[src/rtl/mem_port_arbiter.sv]
// Byte-wide RAM port arbiter: IF fetch vs MEM load/store, sequenced as little-endian bursts.
// Optional fetch abort on branch redirect is enabled by defining MEM_PORT_IF_ABORT_EN.
module mem_port_arbiter #(
    parameter int ADDR_W        = 32,
    parameter bit IDLE_PRIO_MEM = 1'b1
) (
    input  logic              clk,
    input  logic              rst,
    input  logic              if_req,
    input  logic [ADDR_W-1:0] if_addr,
    output logic              if_done,
    output logic [31:0]       if_data,
    input  logic              mem_req,
    input  logic              mem_we,
    input  logic [2:0]        mem_len,
    input  logic [ADDR_W-1:0] mem_addr,
    input  logic [31:0]       mem_wdata,
    output logic              mem_done,
    output logic [31:0]       mem_rdata,
    output logic              if_stall_req,
    output logic              mem_stall_req,
    output logic [ADDR_W-1:0] ram_a,
    output logic              ram_wr,
    output logic [7:0]        ram_dout,
    input  logic [7:0]        ram_din
`ifdef MEM_PORT_IF_ABORT_EN
    ,
    input  logic              if_abort
`endif
);

    typedef enum logic [2:0] {
        S_IDLE   = 3'd0,
        S_IF_RD  = 3'd1,
        S_MEM_RD = 3'd2,
        S_MEM_WR = 3'd3,
        S_DONE   = 3'd4
    } state_t;

    state_t            state_q, state_d;
    logic [2:0]        k_q, k_d;
    logic [2:0]        n_q, n_d;
    logic [ADDR_W-1:0] base_q, base_d;
    logic              owner_mem_q, owner_mem_d;
    logic [31:0]       asm_q, asm_d;
    logic [31:0]       wdata_q, wdata_d;
    logic              if_done_q, if_done_d;
    logic              mem_done_q, mem_done_d;
    logic [31:0]       if_data_q, if_data_d;
    logic [31:0]       mem_rdata_q, mem_rdata_d;
    logic [ADDR_W-1:0] ram_a_q, ram_a_d;
    logic              ram_wr_q, ram_wr_d;
    logic [7:0]        ram_dout_q, ram_dout_d;

    logic              abort_w;
    logic              if_ok;
    logic [2:0]        len_dec;
    logic [2:0]        next_k;
    logic [1:0]        cap_idx;

`ifdef MEM_PORT_IF_ABORT_EN
    assign abort_w = if_abort;
`else
    assign abort_w = 1'b0;
`endif

    // Only 1 and 2 are honoured as short lengths; everything else is a word.
    assign len_dec = (mem_len == 3'd1 || mem_len == 3'd2) ? mem_len : 3'd4;
    assign next_k  = k_q + 3'd1;
    assign cap_idx = 2'(k_q - 3'd1);
    assign if_ok   = if_req && !abort_w;

    always_comb begin
        state_d     = state_q;
        k_d         = k_q;
        n_d         = n_q;
        base_d      = base_q;
        owner_mem_d = owner_mem_q;
        asm_d       = asm_q;
        wdata_d     = wdata_q;
        if_done_d   = 1'b0;
        mem_done_d  = 1'b0;
        if_data_d   = if_data_q;
        mem_rdata_d = mem_rdata_q;
        ram_a_d     = ram_a_q;
        ram_wr_d    = 1'b0;
        ram_dout_d  = ram_dout_q;

        case (state_q)
            S_IDLE: begin
                if (mem_req && (IDLE_PRIO_MEM || !if_ok)) begin
                    owner_mem_d = 1'b1;
                    n_d         = len_dec;
                    base_d      = mem_addr;
                    wdata_d     = mem_wdata;
                    k_d         = 3'd0;
                    asm_d       = 32'd0;
                    ram_a_d     = mem_addr;
                    if (mem_we) begin
                        ram_wr_d   = 1'b1;
                        ram_dout_d = mem_wdata[7:0];
                        state_d    = S_MEM_WR;
                    end else begin
                        state_d    = S_MEM_RD;
                    end
                end else if (if_ok) begin
                    owner_mem_d = 1'b0;
                    n_d         = 3'd4;
                    base_d      = if_addr;
                    k_d         = 3'd0;
                    asm_d       = 32'd0;
                    ram_a_d     = if_addr;
                    state_d     = S_IF_RD;
                end
            end

            S_IF_RD, S_MEM_RD: begin
                if (state_q == S_IF_RD && abort_w) begin
                    k_d     = 3'd0;
                    state_d = S_IDLE;
                end else begin
                    // RAM data lags the address by one cycle, so byte k-1 arrives while k is driven.
                    if (k_q != 3'd0) begin
                        asm_d[{cap_idx, 3'b000} +: 8] = ram_din;
                    end
                    if (k_q == n_q) begin
                        state_d = S_DONE;
                        if (owner_mem_q) begin
                            mem_done_d  = 1'b1;
                            mem_rdata_d = asm_d;
                        end else begin
                            if_done_d   = 1'b1;
                            if_data_d   = asm_d;
                        end
                    end else begin
                        k_d = next_k;
                        if (next_k < n_q) begin
                            ram_a_d = base_q + ADDR_W'(next_k);
                        end
                    end
                end
            end

            S_MEM_WR: begin
                if (next_k < n_q) begin
                    k_d        = next_k;
                    ram_a_d    = base_q + ADDR_W'(next_k);
                    ram_wr_d   = 1'b1;
                    ram_dout_d = wdata_q[{next_k[1:0], 3'b000} +: 8];
                end else begin
                    mem_done_d = 1'b1;
                    state_d    = S_DONE;
                end
            end

            // One dead cycle lets the requester drop req before the next arbitration.
            S_DONE: begin
                k_d     = 3'd0;
                state_d = S_IDLE;
            end

            default: begin
                k_d     = 3'd0;
                state_d = S_IDLE;
            end
        endcase
    end

    always_ff @(posedge clk) begin
        if (rst) begin
            state_q     <= S_IDLE;
            k_q         <= 3'd0;
            n_q         <= 3'd0;
            base_q      <= '0;
            owner_mem_q <= 1'b0;
            asm_q       <= 32'd0;
            wdata_q     <= 32'd0;
            if_done_q   <= 1'b0;
            mem_done_q  <= 1'b0;
            if_data_q   <= 32'd0;
            mem_rdata_q <= 32'd0;
            ram_a_q     <= '0;
            ram_wr_q    <= 1'b0;
            ram_dout_q  <= 8'd0;
        end else begin
            state_q     <= state_d;
            k_q         <= k_d;
            n_q         <= n_d;
            base_q      <= base_d;
            owner_mem_q <= owner_mem_d;
            asm_q       <= asm_d;
            wdata_q     <= wdata_d;
            if_done_q   <= if_done_d;
            mem_done_q  <= mem_done_d;
            if_data_q   <= if_data_d;
            mem_rdata_q <= mem_rdata_d;
            ram_a_q     <= ram_a_d;
            ram_wr_q    <= ram_wr_d;
            ram_dout_q  <= ram_dout_d;
        end
    end

    assign if_done       = if_done_q;
    assign mem_done      = mem_done_q;
    assign if_data       = if_data_q;
    assign mem_rdata     = mem_rdata_q;
    assign ram_a         = ram_a_q;
    assign ram_wr        = ram_wr_q;
    assign ram_dout      = ram_dout_q;
    assign if_stall_req  = if_req && !if_done_q;
    assign mem_stall_req = mem_req && !mem_done_q;

endmodule

[config.mk]
export PLATFORM = sky130hd
export DESIGN_NAME = mem_port_arbiter
export DESIGN_NICKNAME = d
export VERILOG_FILES = /design/src/rtl/mem_port_arbiter.sv
export SDC_FILE = /design/constraint.sdc
export NUM_CORES = 1
export LEC_CHECK = 0
export BUFFER_PORTS_ARGS = -buffer_cell sky130_fd_sc_hd__buf_2
export CAP_MARGIN = 20
export CORE_MARGIN = 5
export CORE_UTILIZATION = 30
export CTS_CLUSTER_SIZE = 28
export DETAILED_ROUTE_END_ITERATION = 10
export GPL_TIMING_DRIVEN = 0
export SETUP_SLACK_MARGIN = 0.5
export SLEW_MARGIN = 20
export SYNTH_ARGS = -nofsm -noshare
export SYNTH_HDL_FRONTEND = slang
export SYNTH_SLANG_ARGS = --single-unit
[constraint.sdc]
create_clock -name clk -period 4.8 [get_ports clk]
set_input_delay 1.2 -clock clk [delete_from_list [all_inputs] [get_ports clk]]
set_output_delay 1.2 -clock clk [all_outputs]
set_load 0.02 [all_outputs]
Word-level counts from Yosys, hierarchy flattened
Cells that the tools add are included.
{ "word_totals": {"register_bits": 213, "in_bits": 112, "word_cells": 99} }
{ "classes": {"add_sub_neg": 4, "order_cmp": 1, "n_eq_ne": 13, "shifts": 3, "n_mux": 39, "bitwise": 3, "reduce_logical": 22} }
{ "ops": {"columns": ["op", "count"], "rows": [
  ["two-way mux 32 bit", 7],
  ["one-hot mux 32 bit (3 select lines)", 1],
  ["one-hot mux 32 bit (2 select lines)", 1],
  ["two-way mux 3 bit", 11],
  ["adder 32 x 3 -> 32 bit", 1],
  ["bitwise mux 32 bit", 1],
  ["variable shift 8 x 7 -> 32 bit (first input constant)", 1],
  ["indexed part select 32 x 6 -> 8 bit", 1],
  ["indexed part select 8 x 7 -> 32 bit", 1],
  ["two-way mux 8 bit", 3],
  ["one-hot mux 3 bit (3 select lines)", 2],
  ["one-hot mux 8 bit (2 select lines)", 1],
  ["AND reduction 3 bit", 5],
  ["!= test 2 bit (second input constant)", 6],
  ["two-way mux 1 bit", 10],
  ["== test 3 x 2 -> 1 bit (second input constant)", 3],
  ["negation 5 -> 7 bit", 1],
  ["== test 3 x 1 -> 1 bit (second input constant)", 2],
  ["AND reduction 2 bit", 3],
  ["nonzero test 2 bit", 3],
  ["nonzero test 3 bit", 2],
  ["one-hot mux 1 bit (2 select lines)", 2],
  ["AND reduction 4 bit", 1],
  ["adder 3 x 1 -> 3 bit (second input constant)", 1],
  ["11 further kinds", 15]
]} }

Longest topological paths before layout
Gate-level depths: netlist of run 1.
{ "logic_depth": {"ltp_word": 6, "depth_mapped": 12, "depth_no_buf": 9} }

Worst setup path after synthesis of run 1
OpenSTA, ideal clock, no wires.
{ "synth_timing": {"path_type": "register to register", "start": "register k_q[0]", "end": "register ram_a_q[16], in the netlist ram_a[16]", "arrival_time_ps": 3589, "t_required_ps": 4674, "setup_slack_ps": 1084, "path_stages_with_launch": 13, "n_path_buf": 3, "synth_period_minus_slack_ps": 3716, "path_cell_list": "dfxtp_1 clkbuf_1 inv_1 ha_1 buf_1 inv_1 fa_1 nor2b_1 o2111ai_2 clkbuf_1 o21a_1 o31ai_1 mux2i_1"} }
{ "synth_between": {"elab_chain_cells": 5, "elab_cells_between_ends": 9, "cone_classes": "2 x add/sub; 1 x order compare; 2 x eq/ne; 3 x mux; 1 x reduce/logical"} }
{ "synth_lines": {"columns": ["element", "line", "source"], "rows": [
  ["start: declaration", "41", "logic [2:0] k_q, k_d;"],
  ["start signal: assignment", "187", "k_q <= k_d;"],
  ["adder 3 x 1 -> 3 bit", "69", "assign next_k = k_q + 3'd1;"],
  ["adder 32 x 3 -> 32 bit / < comparator 3 bit (equally long branches)", null, null],
  ["two-way mux 32 bit", "137, 145", null],
  ["two-way mux 32 bit", "126", "if (k_q == n_q) begin"],
  ["one-hot mux 32 bit (3 select lines)", "89", "case (state_q)"],
  ["end signal: assignment", "197", "ram_a_q <= ram_a_d;"],
  ["end: declaration", "51", "logic [ADDR_W-1:0] ram_a_q, ram_a_d;"]
]} }
Parallel ways exist; a longest one is shown, timed or not. The select of a mux whose other input is x is not followed.
A chain may end at the register's enable or synchronous reset.

Worst setup path in the final report of run 1
{ "layout_timing": {"start": "input mem_req", "end": "output mem_stall_req"} }
{ "layout_between": {"elab_chain_cells": 1} }
{ "layout_lines": {"columns": ["element", "line", "source"], "rows": [
  ["start: declaration", "13", "input logic mem_req,"],
  ["logical AND 1 bit", "211", "assign mem_stall_req = mem_req && !mem_done_q;"],
  ["end: declaration", "21", "output logic mem_stall_req,"]
]} }
No other way between the ends.

==> impl_metrics.toml, run 1 <==
[clock_tree]
cts_hold_buf = 0
clockBufferDepth = 3
clk_pin_slew_ns = 0.06
cts_setup_buffers = 0
clock-sinks = 213
clock_latency_ns = 0.51
cts-buffers-inserted = 24
cts_root_buffer = "clkbuf_16"
cts_tree = "yes"
htree_levels = 1

[sta]
hold_violations = 0
slew_violations = 0
fin_worst_skew_ns = 0.009684
slew_headroom_pct = 30.01
clock.fmax_mhz = 249.1
worst_slack_ns = 0.7855
min_period_ns = 4.014
setup_viol_count_final = 0
rsz0062_at_grt = "false"
post-route-period-util_pct = 83.63
tightest_slew_ns = 1.044

[min_path]
worstHoldStart = "wdata_q[2]$_SDFFE_PP0P_"
worstHoldPathCells = 2
min_to = "wdata_q[2]$_SDFFE_PP0P_"
min_path_type = "reg -> reg"

[detailed_routing]
vias = 9362
firstDrtPassIters = 5
postRouteAntennaNets = 0
vias_per_cell = 5.110
drc = 0
wl_per_cell_um = 18.12
wl_mm = 33.20
drtIter0Drc = 612

[synthesis]
synth_area_per_cell_um2 = 8.756
yosysWarningCount = 0
synthCells = 1126
synth_seq_cells = 213
synthFlopType = "dfxtp_1"
ys_top_cells_by_count = "213 x dfxtp_1, 147 x nor2_1, 125 x nand2_1"
yosysMostFrequentCell = "dfxtp_1"
yosysTopAreaCellShare_pct = 43.25
synthTopCellsByArea = "dfxtp_1 43%, a211oi_1 8.2%, mux2i_1 7.1%"
async_reset_ff_share_pct = 0
synth.distinct_cells = 65
synth_top_area_cell = "dfxtp_1"
synth_nets = 1251
syn_area_um2 = 9859
seq_area_frac_synth_pct = 43.25
synth-edff-count = 0

[global_route]
overflow = 0
grt_pass1_wl_mm = 51.60
antenna_found_initial = 4
grt_max_degree = 14
grt_pass1_vias = 9350
grt_usage_pct = 17.46

[setup_path]
cpMostUsedCell = "buf_2"
crit_buf_inv = 4
rr_endpoint = "ram_a[12]$_SDFFE_PP0P_"
critPathCaptureType = "primary output"
slowest_delay_ns = 0.76
slowest_stage = "buf_1"
path_cells = "buf_2 -> buf_2 -> buf_1 -> nor2b_1 -> buf_2"
ff2ff_path_depth = 12
cp_top_family = "buffers and inverters"
reg2reg_from = "k_q[0]$_SDFFE_PP0P_"
cp.required_ns = 3.60
crit_type = "in -> out"
worst-path-max-fanout = 10
crit_start = "mem_req"
worstSetupStartpointType = "input port"
reg2reg_setup_slack_ns = 0.86
arrival_ns = 2.81

[placed_design]
io_buffer_count = 220
pre_cts_ws_ns = -0.4331
gp_congestion = 0.8370
dpl.hpwl_mm = 25.08

[final_layout]
area_delta_synth_final_pct = 25.42
drive_gt1_share_pct = 22.68
utilization_pct = 38.10
nets = 1497

[die]
die_w_um = 191.3
initial_utilization_pct = 30.38
io_pins = 221
core_area_um2 = 32450
die-area_um2 = 36590
die_h_um = 191.3
rows = 66

[outcome]
outcome = "complete, no violations"

[power]
vdd_ir_drop_max_uv = 250.6
p_leak_nw = 5.055
powerDensity_nw_per_um2 = 503.6

[run]
maxCapViolCount = 0
## cell families after synthesis
family / synth area share [%]
mux: 9.048
buf+inv: 4.784
simple gates: 17.79
fa+ha+maj: 1.726
compound gates: 22.07
flops: 43.25
xor+xnor: 1.333
## power by group
part | total [mW] | internal, mW | switching, mW
clock network | 1.93 | 1.18 | 0.752
registers | 2.30 | 2.08 | 0.216
logic | 2.00 | 0.719 | 1.28
## cells in the final DEF, fill, tap and decap left out, types with 5 or more instances in the layout
master / count
a2bb2oi_1: 25
mux4_2: 8
mux2i_1: 70
a211oi_1: 108
clkinv_2: 5
clkbuf_8: 8
o31a_1: 6
ha_1: 12
nand2b_1: 13
buf_4: 6
dfxtp_1: 212
nand4_1: 16
nand2_1: 125
and3_1: 6
a21oi_1: 71
o21a_1: 5
o211ai_1: 6
and2_1: 7
a211o_1: 5
nor2_1: 147
o31ai_1: 13
inv_1: 17
a22oi_1: 34
nor4_1: 16
nor3_1: 15
buf_1: 8
clkbuf_1: 56
o21ai_0: 12
clkbuf_16: 25
xnor2_1: 9
nor2b_1: 6
nand3_1: 10
xor2_1: 6
buf_2: 242
## area by class of cell
| class | instances | area [µm²] |
|---|---|---|
| diodes | 1 | 2.502 |
| fillers | 3321 | 20090 |
| flip-flops and latches | 213 | 4265 |
| clock buffers | 34 | 739.5 |
| repair buffers | 220 | 1101 |
| inverters | 19 | 71.32 |
| multi-input cells | 800 | 5126 |
| well taps | 442 | 553.0 |
| plain buffers | 94 | 406.6 |
| clock inverters | 9 | 100.1 |
## registers in the layout, summed over array words and instances, names as in the netlist
| signal | cells |
|---|---|
| if_done | 1 |
| n_q | 3 |
| base_q | 32 |
| owner_mem_q | 1 |
| k_q | 3 |
| mem_rdata | 32 |
| state_q | 3 |
| ram_dout | 8 |
| wdata_q | 32 |
| if_data | 32 |
| mem_done | 1 |
| ram_a | 32 |
| asm_q | 32 |
| ram_wr | 1 |
## worst max-delay path by stage
| stage | endpoint | slack (ns) | cells past startpoint |
|---|---|---|---|
| floorplan | ram_a[16]$_SDFFE_PP0P_ | 1.08 | 12 |
| global placement | ram_a[16]$_SDFFE_PP0P_ | -0.31 | 12 |
| detailed placement | ram_a[12]$_SDFFE_PP0P_ | -0.43 | 12 |
| CTS | ram_a[12]$_SDFFE_PP0P_ | 0.57 | 12 |
| global route | ram_a[16]$_SDFFE_PP0P_ | 0.54 | 12 |
| finish | mem_stall_req | 0.79 | 5 |
## stage by stage
stage               hold WS (ns)  instance area [µm²]  setup TNS, ns  cells  total power, mW
floorplan                 0.4331                 9859              0   1126            3.658
global placement          0.4393                11510         -2.455   1788            4.308
detailed placement        0.4433                11510         -3.390   1788            4.343
CTS                       0.4511                12360              0   1831            6.295
global route              0.4669                12370              0   1832            6.580
finish                    0.4514                12370              0   1832            6.227
## routing by layer
metal,GRT usage (%),vias to the layer above,share of wire (%)
met5,0,-,0.12
met2,29.18,268,47
met1,23.40,4459,45
met4,4.088,6,1.9
met3,3.305,49,6.0
li1,-,4580,-
## worst register-to-register path, cell delays in order, from the launching register on
cell	delay, ns
dfxtp_2	0.48
clkbuf_2	0.35
inv_1	0.18
ha_1	0.49
buf_4	0.31
inv_1	0.11
fa_1	0.43
nor2b_2	0.28
o2111ai_2	0.31
clkbuf_2	0.32
o21a_1	0.21
o31ai_1	0.25
mux2i_1	0.11
## timing repair
item	4_1_cts	5_1_grt
pin swaps	0	0
setup endpoints to repair	15	9
gates resized for setup	7	3
Power figures use the tool's default switching activity.
==> run 2: changes to the inputs <==
ABC_AREA = 1   (was not set)
clock period = 3.6 ns   (was 4.8 ns; I/O delays follow)
==> run 2 against run 1 <==
Effect of this change:
- sequential power up 35%
- sequential share of layout area down 0.77 points
- clock-buffer cell count up 3
- final area up 2.3%
- via count up 17%
- die area up 3.0%
- register-to-register slack worse by 0.16 ns
- sequential cell count unchanged
- clock power up 26%
- final cell count up 21%
- critical endpoint unchanged
- largest cell class unchanged
- largest power group is now combinational logic
- highest routed layer unchanged
==> impl_metrics.toml, run 2 <==
[outcome]
outcome = "complete, no violations"

[detailed_routing]
firstDrtPassIters = 8
drtIter0Drc = 765
drc = 0
postRouteAntennaNets = 0
wl_mm = 37.28
vias = 10970
wl_per_cell_um = 16.83
vias_per_cell = 4.953

[global_route]
overflow = 0
grt_usage_pct = 18.69
antenna_found_initial = 2
grt_max_degree = 14
grt_pass1_wl_mm = 57.55
grt_pass1_vias = 10291

[die]
core_area_um2 = 33530
die-area_um2 = 37690
die_h_um = 194.1
die_w_um = 194.1
rows = 67
initial_utilization_pct = 30.34
io_pins = 221

[placed_design]
io_buffer_count = 218
placed_area_um2 = 11820
dpl.hpwl_mm = 28.67
gp_congestion = 0.8911

[run]
maxCapViolCount = 0

[setup_path]
crit_type = "in -> out"
arrival_ns = 2.02
worst-path-max-fanout = 10
cp.required_ns = 2.70
critPathCaptureType = "primary output"
worstSetupStartpointType = "input port"

[clock_tree]
cts_setup_buffers = 0
clock-sinks = 213
cts-buffers-inserted = 24
cts_tree = "yes"
clock_latency_ns = 0.53
htree_levels = 1
clockBufferDepth = 3
clk_pin_slew_ns = 0.06
cts_root_buffer = "clkbuf_16"

[sta]
post-route-period-util_pct = 81.17
min_period_ns = 2.922
hold_violations = 0
slew_violations = 0
setup_viol_count_final = 0
final.setup.tns_ns = 0
slew_headroom_pct = 48.15
clock.fmax_mhz = 342.2
fin_worst_skew_ns = 0.01331
tightest_slew_ns = 0.7777
rsz0062_at_grt = "false"

[power]
switchingPower_mw = 4.149
powerDensity_nw_per_um2 = 756.6
p_int_mw = 5.420
pwr-share-clk_pct = 25.5
sw_frac_of_total_pct = 43.36
vdd_ir_drop_max_uv = 392.3
power_mw = 9.568
comb_power_share_pct = 42.1
p_leak_nw = 5.374
p_seq_share_pct = 32.4

[synthesis]
synthTopCellsByArea = "dfxtp_1 42%, nand2_1 16%, a21oi_1 9.7%"
yosysWarningCount = 0
async_reset_ff_share_pct = 0
synthFlopType = "dfxtp_1"
synth-edff-count = 0
synth_seq_cells = 213
synth_area_per_cell_um2 = 6.763
synthCells = 1504
seq_area_frac_synth_pct = 41.92
synth.distinct_cells = 34
synth_nets = 1629
synth_top_area_cell = "dfxtp_1"
ys_top_cells_by_count = "436 x nand2_1, 213 x dfxtp_1, 197 x a21oi_1"
yosysMostFrequentCell = "nand2_1"
syn_area_um2 = 10170
yosysTopAreaCellShare_pct = 41.92

[min_path]
min_path_type = "reg -> reg"

[final_layout]
final_area_um2 = 12650
mostFrequentLayoutCell = "nand2_1"
nets = 1873
area_delta_synth_final_pct = 24.33
drive_gt1_share_pct = 18.07
layout_common_cells = "434 x nand2_1, 246 x buf_2, 212 x dfxtp_1, 197 x a21oi_1, 137 x nor2_1"
[run 2: worst max-delay path, stage by stage]
cell	delay, ns
buf_4	0.15
inv_2	0.08
buf_2	0.25
buf_2	0.39
nor2_1	0.07
buf_2	0.17
[run 2: per-stage QoR]
step                setup WS, ns  hold slack (ns)  cells  utilization (%)
global route              0.5061           0.4743   2213            37.70
finish                    0.6780           0.4518   2215            37.72
global placement         0.05497           0.4409   2170            35.26
detailed placement      0.007411           0.4475   2170            35.26
CTS                       0.5263           0.4555   2213            37.65
floorplan                 0.9066           0.4297   1504                -
[run 2: area by class of cell]
| cell class | instances | area [µm²] |
|---|---|---|
| clock inverters | 6 | 60.06 |
| diodes | 2 | 5.005 |
| repair buffers | 218 | 1091 |
| plain buffers | 94 | 455.4 |
| multi-input cells | 1118 | 5192 |
| clock buffers | 37 | 720.7 |
| fillers | 3678 | 20890 |
| inverters | 79 | 296.5 |
| flip-flops and latches | 213 | 4265 |
| well taps | 448 | 560.5 |
[run 2: logic make-up (layout without fill, tap and decap cells)]
family | count (synthesis) | after routing | share of synthesized area (%)
other | 0 | 2 | 0
AOI/OAI and AO/OA | 361 | 361 | 18.12
buffers and inverters | 173 | 434 | 7.331
adders and majority gates | 13 | 13 | 1.673
muxes | 7 | 7 | 0.6888
and+or+nand+nor | 726 | 726 | 29.32
DFF | 213 | 213 | 41.92
xor gates and xnor gates | 11 | 11 | 0.9471
[run 2: what timing repair did]
item	CTS	global route
gates resized for setup	6	8
hold buffers	0	0
setup endpoints to repair	40	14
[run 2: path summary, 6_finish.rpt]
path | to | slack [ns] | cells after the start | startpoint
setup / recovery | mem_stall_req | 0.68 | 6 | mem_req
hold / removal | wdata_q[5]$_SDFFE_PP0P_ | 0.45 | 2 | wdata_q[5]$_SDFFE_PP0P_
setup reg to reg | ram_a[18]$_SDFFE_PP0P_ | 0.70 | 16 | k_q[0]$_SDFFE_PP0P_
hold reg to reg | wdata_q[5]$_SDFFE_PP0P_ | 0.45 | 2 | wdata_q[5]$_SDFFE_PP0P_
[run 2: layer usage]
layer | vias to the layer above | part of all wire, % | routed length (µm) | track usage [%]
met4 | 4 | 2.2 | 820 | 4.427
met1 | 5020 | 46 | 17310 | 26.98
met2 | 447 | 43 | 16050 | 28.99
met5 | - | 0.067 | 25 | 0
li1 | 5442 | - | - | -
met3 | 57 | 8.2 | 3067 | 3.510
[run 2: power groups by stage]
stage	clock, mW	combinational [mW]	sequential (mW)
2_1_floorplan	0	2.53	3.25
3_3_place_gp	0	3.92	3.14
3_5_place_dp	0	3.96	3.14
4_1_cts	2.49	3.99	3.09
5_1_grt	2.58	4.49	3.15
6_report	2.44	4.03	3.10
==> run 3: changes to the inputs <==
clock period = 2.5 ns   (was 3.6 ns; I/O delays follow)
==> run 3 against run 2 <==
Effect of this change:
- worst setup slack got worse by 0.56 ns
- critical path depth is 6 higher
- clock-buffer cell count is 1 lower
- highest routed layer unchanged
- via count rose by 6.0%
- global-route usage up 0.96 points
- first-iteration DRC count did not move
- clock power increased by 62%
- die area stayed put
- sequential cell count is the same
- sequential share of layout area shrank 6.2 points
==> impl_metrics.toml, run 3 (synthesis gave the netlist of run 2 again) <==
[min_path]
min_path_type = "in -> reg"
worstHoldPathCells = 3
worstHoldStart = "mem_wdata[13]"
min_to = "wdata_q[13]$_SDFFE_PP0P_"

[setup_path]
worstSetupStartpointType = "flip-flop"
critPathCaptureType = "flip-flop"
cpMostUsedCell = "buf_6"
reg2reg_from = "k_q[0]$_SDFFE_PP0P_"
slowest_delay_ns = 0.36
rr_endpoint = "if_data[22]$_SDFFE_PP0P_"
ff2ff_path_depth = 12
worst-path-max-fanout = 7
arrival_ns = 2.85
cp.required_ns = 2.97
reg2reg_setup_slack_ns = 0.11
path_cells = "buf_8 -> inv_8 -> buf_12 -> ha_4 -> buf_4 -> buf_6 -> nor2_4 -> buf_6 -> nand3_4 -> o21ai_4 -> nand3_1 -> a21oi_1"
slowest_stage = "dfxtp_4"
crit_type = "reg -> reg"

[sta]
final.setup.tns_ns = 0
fin_worst_skew_ns = 0.02797
tightest_slew_ns = 0.8880
setup_viol_count_final = 0
hold_violations = 0
slew_headroom_pct = 40.80
post-route-period-util_pct = 95.46
clock.fmax_mhz = 419.0
worst_slack_ns = 0.1136
min_period_ns = 2.386
slew_violations = 0
rsz0062_at_grt = "true"

[power]
p_seq_share_pct = 25.0
comb_power_share_pct = 53.1
sw_frac_of_total_pct = 42.39
p_leak_nw = 6.276
p_int_mw = 10.40
switchingPower_mw = 7.651
powerDensity_nw_per_um2 = 1163
pwr-share-clk_pct = 21.9
vdd_ir_drop_max_uv = 676.7

[placed_design]
io_buffer_count = 218
dpl.hpwl_mm = 28.51
pre_cts_ws_ns = -0.1480
gp_congestion = 0.9135

[die]
die_h_um = 194.1
die_w_um = 194.1
io_pins = 221
initial_utilization_pct = 30.34
die-area_um2 = 37690
core_area_um2 = 33530
rows = 67

[detailed_routing]
wl_per_cell_um = 18.13
postRouteAntennaNets = 0
wl_mm = 41.68
vias = 11627
firstDrtPassIters = 6
vias_per_cell = 5.057
drc = 0
drtIter0Drc = 765

[outcome]
outcome = "complete, no violations"

[global_route]
grt_usage_pct = 19.65
grt_max_degree = 14
antenna_found_initial = 3
grt_pass1_vias = 10749
grt_pass1_wl_mm = 60.31
overflow = 0

[run]
maxCapViolCount = 0

[clock_tree]
clock-sinks = 213
clockBufferDepth = 3
clock_latency_ns = 0.56
cts_root_buffer = "clkbuf_16"
htree_levels = 1
clk_pin_slew_ns = 0.06
cts_tree = "yes"
cts_hold_buf = 0
cts-buffers-inserted = 25

[final_layout]
area_delta_synth_final_pct = 52.60
drive_gt1_share_pct = 36.88
mostFrequentLayoutCell = "nand2_1"
nets = 1955
layout_common_cells = "348 x nand2_1, 228 x buf_2, 210 x dfxtp_1, 122 x nor2_1, 119 x a21oi_1"
## run 3: cell count changes in the layout (fill, tap and decap cells not counted), sizes merged
cell and change:
buf +79, clkinv +2, clkinvlp -1, bufinv +2, inv +1, nand2 +1
## run 3: through the flow
| step | cells | cell area, µm² | utilization [%] | total power, mW | hold slack, ns |
|---|---|---|---|---|---|
| final | 2299 | 15520 | 46.29 | 18.05 | 0.3047 |
| after detailed placement | 2170 | 11940 | 35.59 | 10.41 | 0.4477 |
| after global placement | 2170 | 11940 | 35.59 | 10.35 | 0.4393 |
| after global routing | 2298 | 15520 | 46.28 | 18.97 | 0.3171 |
| after CTS | 2267 | 14060 | 41.93 | 16.55 | 0.2940 |
| after floorplan | 1504 | 10280 | - | 8.505 | 0.4297 |
## run 3: worst max-delay path by stage
stage / end / from
6_report: if_data[22]$_SDFFE_PP0P_ / k_q[0]$_SDFFE_PP0P_
5_1_grt: ram_a[20]$_SDFFE_PP0P_ / k_q[0]$_SDFFE_PP0P_
4_1_cts: ram_a[18]$_SDFFE_PP0P_ / k_q[0]$_SDFFE_PP0P_
3_5_place_dp: asm_q[29]$_SDFFE_PP0P_ / rst
3_3_place_gp: mem_rdata[3]$_SDFFE_PP0P_ / rst
2_1_floorplan: ram_a[30]$_SDFFE_PP0P_ / k_q[0]$_SDFFE_PP0P_
## run 3: final cells by class
class / instances / area [µm²]
fill: 3290 / 18010
antenna: 2 / 5.005
inverter: 79 / 326.6
clock inverter: 10 / 146.4
clock buffer: 36 / 737.0
multi-input combinational: 1119 / 6731
timing repair buffer: 298 / 2064
buffer: 94 / 680.7
sequential: 213 / 4270
tap: 448 / 560.5
## run 3: metal layers
layer | track usage, % | vias to the layer above | wire length, µm
li1 | - | 5641 | -
met1 | 27.13 | 5418 | 18050
met2 | 31.27 | 470 | 19130
met3 | 4.309 | 94 | 3282
met4 | 5.130 | 4 | 1179
met5 | 0 | - | 34
## run 3: worst max-delay path, delay by kind of cell, from the launching register on
family | cells | cell delay, ns
DFF | 1 | 0.36
buffers and inverters | 6 | 0.70
adders and majority gates | 1 | 0.25
and+or+nand+nor | 3 | 0.48
AOI/OAI and AO/OA | 2 | 0.50
## run 3: what timing repair did
action                                  4_1_cts  5_1_grt
resized for setup                           186      313
pin swaps                                    60      117
buffers inserted                             33       27
endpoints found under the setup margin      144      161
endpoints found under the hold margin         0        0
cloned                                       18        3
## run 3: power by group through the flow
stage	sequential (mW)	combinational [mW]	clock (mW)
2_1_floorplan	4.69	3.82	0
3_3_place_gp	4.52	5.83	0
3_5_place_dp	4.53	5.88	0
4_1_cts	4.47	8.11	3.97
5_1_grt	4.58	10.3	4.11
6_report	4.52	9.58	3.95
